### config.mk
export PLATFORM = sky130hd
export DESIGN_NAME = alu_issue_stage
export DESIGN_NICKNAME = d
export VERILOG_FILES = /design/src/rtl/alu_issue_stage.sv
export SDC_FILE = /design/constraint.sdc
export NUM_CORES = 1
export LEC_CHECK = 0
export ABC_AREA = 1
export CAP_MARGIN = 20
export CORE_ASPECT_RATIO = 1.1
export CORE_MARGIN = 2
export CORE_UTILIZATION = 54
export DETAILED_ROUTE_END_ITERATION = 7
export PLACE_DENSITY_LB_ADDON = 0.15
export REMOVE_ABC_BUFFERS = 1
export SYNTH_ARGS = -nofsm -noshare
export SYNTH_HDL_FRONTEND = slang
export SYNTH_SLANG_ARGS = --single-unit
### constraint.sdc
create_clock -name clk -period 4.3 [get_ports clk]
set_input_delay 0.86 -clock clk [delete_from_list [all_inputs] [get_ports clk]]
set_output_delay 0.86 -clock clk [all_outputs]
set_load 0.02 [all_outputs]
### src/rtl/alu_issue_stage.sv
// Issue stage in front of a combinational 16-bit ALU: buffers commands in a small FIFO,
// drives the ALU for a settle window, then presents result/NZCV over valid/ready.
module alu_issue_stage #(
    parameter int unsigned CMD_DEPTH = 2,
    parameter int unsigned SETTLE    = 1
) (
    input  logic        clk,
    input  logic        rst_n,
    input  logic        cmd_valid,
    output logic        cmd_ready,
    input  logic [3:0]  cmd_op,
    input  logic [15:0] cmd_a,
    input  logic [15:0] cmd_b,
    output logic [3:0]  alu_op,
    output logic [15:0] alu_a,
    output logic [15:0] alu_b,
    output logic        alu_sub,
    input  logic [15:0] alu_result,
    input  logic [3:0]  alu_cc,
    output logic        rsp_valid,
    input  logic        rsp_ready,
    output logic [15:0] rsp_result,
    output logic [3:0]  rsp_cc,
    output logic        rsp_err,
    output logic [3:0]  last_cc,
    output logic [7:0]  err_count,
    output logic        busy
);

    localparam int unsigned AW = (CMD_DEPTH > 1) ? $clog2(CMD_DEPTH) : 1;
    localparam int unsigned CW = $clog2(SETTLE + 1);

    typedef enum logic [1:0] {StIdle, StDrive, StResp} state_e;

    state_e         state;
    logic [CW-1:0]  settle_cnt;

    logic [35:0]    mem [CMD_DEPTH];
    logic [AW:0]    wr_ptr;
    logic [AW:0]    rd_ptr;
    logic           full;
    logic           empty;
    logic           push;
    logic           pop;
    logic [35:0]    head;
    logic [3:0]     head_op;
    logic           head_legal;

    function automatic logic is_legal(input logic [3:0] op);
        case (op)
            4'b0000, 4'b0011, 4'b0100, 4'b1010: is_legal = 1'b0;
            default:                            is_legal = 1'b1;
        endcase
    endfunction

    // Extra wrap bit distinguishes full from empty when the index bits match.
    assign empty      = (wr_ptr == rd_ptr);
    assign full       = (wr_ptr[AW] != rd_ptr[AW]) && (wr_ptr[AW-1:0] == rd_ptr[AW-1:0]);
    assign cmd_ready  = !full;
    assign push       = cmd_valid && !full;
    assign pop        = !empty && ((state == StIdle) || ((state == StResp) && rsp_ready));
    assign head       = mem[rd_ptr[AW-1:0]];
    assign head_op    = head[35:32];
    assign head_legal = is_legal(head_op);
    assign busy       = (state != StIdle) || !empty;

    always_ff @(posedge clk) begin
        if (push) begin
            mem[wr_ptr[AW-1:0]] <= {cmd_op, cmd_a, cmd_b};
        end
    end

    always_ff @(posedge clk or negedge rst_n) begin
        if (!rst_n) begin
            wr_ptr <= '0;
            rd_ptr <= '0;
        end else begin
            if (push) wr_ptr <= wr_ptr + (AW+1)'(1);
            if (pop)  rd_ptr <= rd_ptr + (AW+1)'(1);
        end
    end

    always_ff @(posedge clk or negedge rst_n) begin
        if (!rst_n) begin
            state      <= StIdle;
            settle_cnt <= '0;
            alu_op     <= '0;
            alu_a      <= '0;
            alu_b      <= '0;
            alu_sub    <= 1'b0;
            rsp_valid  <= 1'b0;
            rsp_result <= '0;
            rsp_cc     <= '0;
            rsp_err    <= 1'b0;
            last_cc    <= '0;
            err_count  <= '0;
        end else begin
            unique case (state)
                StIdle: ;
                StDrive: begin
                    if (settle_cnt == CW'(1)) begin
                        rsp_result <= alu_result;
                        rsp_cc     <= alu_cc;
                        rsp_err    <= 1'b0;
                        last_cc    <= alu_cc;
                        rsp_valid  <= 1'b1;
                        state      <= StResp;
                    end else begin
                        settle_cnt <= settle_cnt - CW'(1);
                    end
                end
                StResp: begin
                    if (rsp_ready) begin
                        rsp_valid <= 1'b0;
                        if (!pop) state <= StIdle;
                    end
                end
                default: state <= StIdle;
            endcase

            // Pop overrides the RESP release above so back-to-back illegal ops keep valid high.
            if (pop) begin
                if (head_legal) begin
                    alu_op     <= head_op;
                    alu_a      <= head[31:16];
                    alu_b      <= head[15:0];
                    alu_sub    <= (head_op == 4'b0010);
                    settle_cnt <= CW'(SETTLE);
                    state      <= StDrive;
                end else begin
                    rsp_result <= '0;
                    rsp_cc     <= '0;
                    rsp_err    <= 1'b1;
                    rsp_valid  <= 1'b1;
                    if (err_count != 8'hff) err_count <= err_count + 8'd1;
                    state      <= StResp;
                end
            end
        end
    end

endmodule

==> impl_metrics.xml <==
<?xml version="1.0" encoding="UTF-8"?>
<metrics>
  <group name="setup_path">
    <metric name="r2r-start" unit="">rd_ptr[0]</metric>
    <metric name="endpoint" unit="">cmd_ready</metric>
    <metric name="timing.critical_path.arrival" unit="ns">2.30</metric>
    <metric name="reg2reg_capture_point" unit="">alu_a[13]</metric>
    <metric name="rrSetupSlack" unit="ns">1.53</metric>
    <metric name="crit_path_max_fanout" unit="">40</metric>
    <metric name="category_of_the_critical_setup_timing_path" unit="">register to output pin</metric>
    <metric name="worst-r2r-cell-count" unit="">9</metric>
    <metric name="worstPathRequired" unit="ns">3.44</metric>
    <metric name="timing.critical_path.to_type" unit="">output pin</metric>
    <metric name="worst_setup_path_startpoint" unit="">rd_ptr[0]</metric>
    <metric name="worst_setup_path_start_kind" unit="">register</metric>
  </group>
  <group name="global_route">
    <metric name="antenna_violations_before_repair" unit="">0</metric>
    <metric name="grt_overflow_total" unit="">0</metric>
    <metric name="grt_util_met3" unit="%">6.18</metric>
    <metric name="met2_track_utilization_from_global_routing" unit="%">38.1</metric>
    <metric name="grt_use_met1" unit="%">28.3</metric>
    <metric name="grt_busiest_layer" unit="">met2</metric>
    <metric name="grt_pass1_vias" unit="">4408</metric>
    <metric name="grt_first_pass_wirelength" unit="um">20800</metric>
    <metric name="global_routing_usage_summed_across_all_routing_layers" unit="%">22.6</metric>
    <metric name="grt_start_max_net_pins" unit="">79</metric>
  </group>
  <group name="final_layout">
    <metric name="fraction_of_layout_cells_with_a_size_suffix_above_1" unit="%">5.70</metric>
    <metric name="antenna_cells_inserted" unit="">0</metric>
    <metric name="most_frequent_standard_cell_in_the_layout_excluding_fill_and_tap_cells" unit="">sky130_fd_sc_hd__nand2_1</metric>
    <metric name="finished_layout_cells" unit="">884</metric>
    <metric name="commonest_cells_after_routing_fill_and_taps_aside" unit="">sky130_fd_sc_hd__nand2_1, sky130_fd_sc_hd__clkdlybuf4s50_1, sky130_fd_sc_hd__dfrtp_1</metric>
    <metric name="ff_latch_area" unit="um^2">4110</metric>
    <metric name="finalCoreUtilization" unit="%">74.1</metric>
    <metric name="multi_input_comb_area" unit="um^2">1680</metric>
    <metric name="synthToLayoutAreaGrowth" unit="%">34.2</metric>
    <metric name="fin_nets" unit="">788</metric>
    <metric name="fill_cells" unit="">782</metric>
  </group>
  <group name="timing">
    <metric name="slew-limit-headroom" unit="%">33.5</metric>
    <metric name="rsz_0062_raised_after_global_routing" unit="">false</metric>
    <metric name="clock.fmax" unit="MHz">317</metric>
    <metric name="hold_viol_final" unit="">0</metric>
    <metric name="worstMarginPinSlew" unit="ns">0.998</metric>
    <metric name="finalSetupViolations" unit="">0</metric>
    <metric name="setup-tns-final" unit="ns">0</metric>
    <metric name="timing.final.max_slew_violations" unit="">0</metric>
    <metric name="final.period_utilization" unit="%">73.4</metric>
    <metric name="finClkSkew" unit="ns">0.00884</metric>
    <metric name="final.min_clock_period" unit="ns">3.16</metric>
    <metric name="hold-worst-slack" unit="ns">0.477</metric>
  </group>
  <group name="pwr">
    <metric name="power" unit="mW">6.65</metric>
    <metric name="leakage" unit="nW">3.66</metric>
    <metric name="vdd_ir_drop_max" unit="V">0.000487</metric>
    <metric name="p_per_area" unit="nW/um^2">822</metric>
  </group>
  <group name="floorplan">
    <metric name="boundaryPins" unit="">133</metric>
    <metric name="initial_utilization" unit="%">55.2</metric>
    <metric name="std_cell_rows" unit="">40</metric>
    <metric name="die_w" unit="um">105</metric>
    <metric name="core_area" unit="um^2">10900</metric>
    <metric name="die-height" unit="um">115</metric>
    <metric name="dieArea" unit="um^2">12000</metric>
  </group>
  <group name="place">
    <metric name="place.port_buffers" unit="">132</metric>
    <metric name="placed_cells_incl_taps" unit="">851</metric>
    <metric name="dp_hpwl" unit="um">8090</metric>
    <metric name="gpl.final_weighted_congestion" unit="">0.729</metric>
  </group>
  <group name="route">
    <metric name="routed_wl" unit="um">13200</metric>
    <metric name="remaining_drc_errors" unit="">0</metric>
    <metric name="detail_route.iter0.violations" unit="">355</metric>
    <metric name="drtAntennaViolNets" unit="">0</metric>
    <metric name="num_vias" unit="">4511</metric>
    <metric name="drt_pass_1_iters" unit="">4</metric>
    <metric name="route.detailed.vias_per_inst" unit="">5.10</metric>
    <metric name="avgRoutedWirePerCell" unit="um">14.9</metric>
  </group>
  <group name="synth">
    <metric name="synth.ff_latch_count" unit="">150</metric>
    <metric name="syn-mean-instance-area" unit="um^2">10.2</metric>
    <metric name="synth.yosys.warnings" unit="">0</metric>
    <metric name="synth_sequential_area_ratio" unit="%">68.3</metric>
    <metric name="syn-instance-count" unit="">593</metric>
    <metric name="cell_area_after_synthesis" unit="um^2">6020</metric>
    <metric name="yosys.cell_types.count" unit="">24</metric>
  </group>
  <group name="clock_tree">
    <metric name="cts-buffers-inserted" unit="">17</metric>
    <metric name="ctsResizeCount" unit="">0</metric>
    <metric name="clk_transition_reported_paths" unit="ns">0.06</metric>
    <metric name="cts_tree" unit="">built</metric>
    <metric name="cts_buffer_depth" unit="">2</metric>
    <metric name="cts-htree-levels" unit="">4</metric>
    <metric name="post_cts_hold_buffer_count" unit="">0</metric>
    <metric name="post_cts_buffers" unit="">0</metric>
    <metric name="insertion_delay" unit="ns">0.42</metric>
    <metric name="cts_root_buffer" unit="">sky130_fd_sc_hd__clkbuf_16</metric>
    <metric name="number_of_sinks_driven_by_the_clock_tree" unit="">150</metric>
  </group>
  <group name="hold_path">
    <metric name="hold_path.class" unit="">register to register</metric>
  </group>
  <group name="flow_run">
    <metric name="drv.max_cap_violation_count" unit="">0</metric>
  </group>
  <group name="status">
    <metric name="run_status" unit="">completed</metric>
  </group>
</metrics>
==> final cells by class <==
class                           count  share of cell area, %
Tap cell                          147                   2.27
Clock buffer                       18                   5.31
Inverter                           30                   1.39
Multi-Input combinational cell    388                   20.8
Clock inverter                     14                   2.26
Sequential cell                   150                   50.9
Timing Repair Buffer              137                   17.1
==> routing by layer <==
metal | share of wire [%] | wire (um) | vias up
met2 | 51 | 6670 | 168
li1 | - | - | 2171
met1 | 41 | 5460 | 2151
met5 | 0 | 0 | -
met4 | 1.5 | 192 | 0
met3 | 6.6 | 872 | 21
==> where the power goes <==
group	leakage, nW	internal (mW)	switching (mW)	total (mW)
clock network	0.283	0.964	0.564	1.53
registers	1.65	2.06	0.250	2.31
logic	1.72	1.04	1.77	2.81
total	3.66	4.06	2.59	6.65
==> sequential cells by signal, indices dropped and copies added, names as in the netlist, 4 cells and up <==
signal,count
alu_a,16
alu_b,16
mem,72
last_cc,4
rsp_result,16
rsp_cc,4
err_count,8
alu_op,4
==> through the flow <==
step                cell area, um^2  worst slack [ns]
floorplan                      5900             0.409
global placement               7440              1.13
detailed placement             7460              1.07
CTS                            8070              1.13
global route                   8090             0.972
finish                         8090              1.14
==> worst min path at each step <==
| stage | from | endpoint | slack (ns) | cells after the start |
|---|---|---|---|---|
| after floorplan | rd_ptr[1] | rd_ptr[1] | 0.46 | 1 |
| after global placement | last_cc[0] | last_cc[0] | 0.46 | 2 |
| after detailed placement | last_cc[2] | last_cc[2] | 0.46 | 2 |
| after CTS | last_cc[2] | last_cc[2] | 0.48 | 2 |
| after global routing | alu_a[14] | alu_a[14] | 0.50 | 2 |
| final | last_cc[1] | last_cc[1] | 0.48 | 2 |
==> logic make-up (layout without fill, tap and decap cells) <==
| group | Yosys count | count (layout) | share of synthesized area [%] |
|---|---|---|---|
| simple gates | 350 | 350 | 22.9 |
| flops | 150 | 150 | 68.3 |
| buf+inv | 55 | 199 | 4.01 |
| compound gates | 29 | 29 | 3.28 |
| xor+xnor | 5 | 5 | 0.727 |
| fa+ha+maj | 4 | 4 | 0.831 |
==> Yosys cell counts (all sizes together) <==
| cell type | n | share of area [%] |
|---|---|---|
| a21oi | 2 | 0.17 |
| a22oi | 20 | 2.5 |
| buf | 14 | 1.5 |
| clkbuf | 11 | 0.69 |
| dfrtp | 78 | 32 |
| edfxtp | 72 | 36 |
| ha | 4 | 0.83 |
| inv | 30 | 1.9 |
| nand2 | 313 | 20 |
| nand3 | 15 | 1.5 |
| nand4 | 9 | 0.93 |
| nor2 | 13 | 0.85 |
| o211ai | 1 | 0.12 |
| o21ai | 6 | 0.50 |
| xnor2 | 1 | 0.15 |
| xor2 | 4 | 0.58 |
==> worst max-delay path, stage by stage (launching register included) <==
cell and delay [ns]:
sky130_fd_sc_hd__dfrtp_1 0.40, sky130_fd_sc_hd__inv_2 0.55, sky130_fd_sc_hd__nand2_1 0.10, sky130_fd_sc_hd__nand2_1 0.13
sky130_fd_sc_hd__nand3_1 0.13, sky130_fd_sc_hd__clkdlybuf4s50_1 0.56
Power figures use the tool's default switching activity.
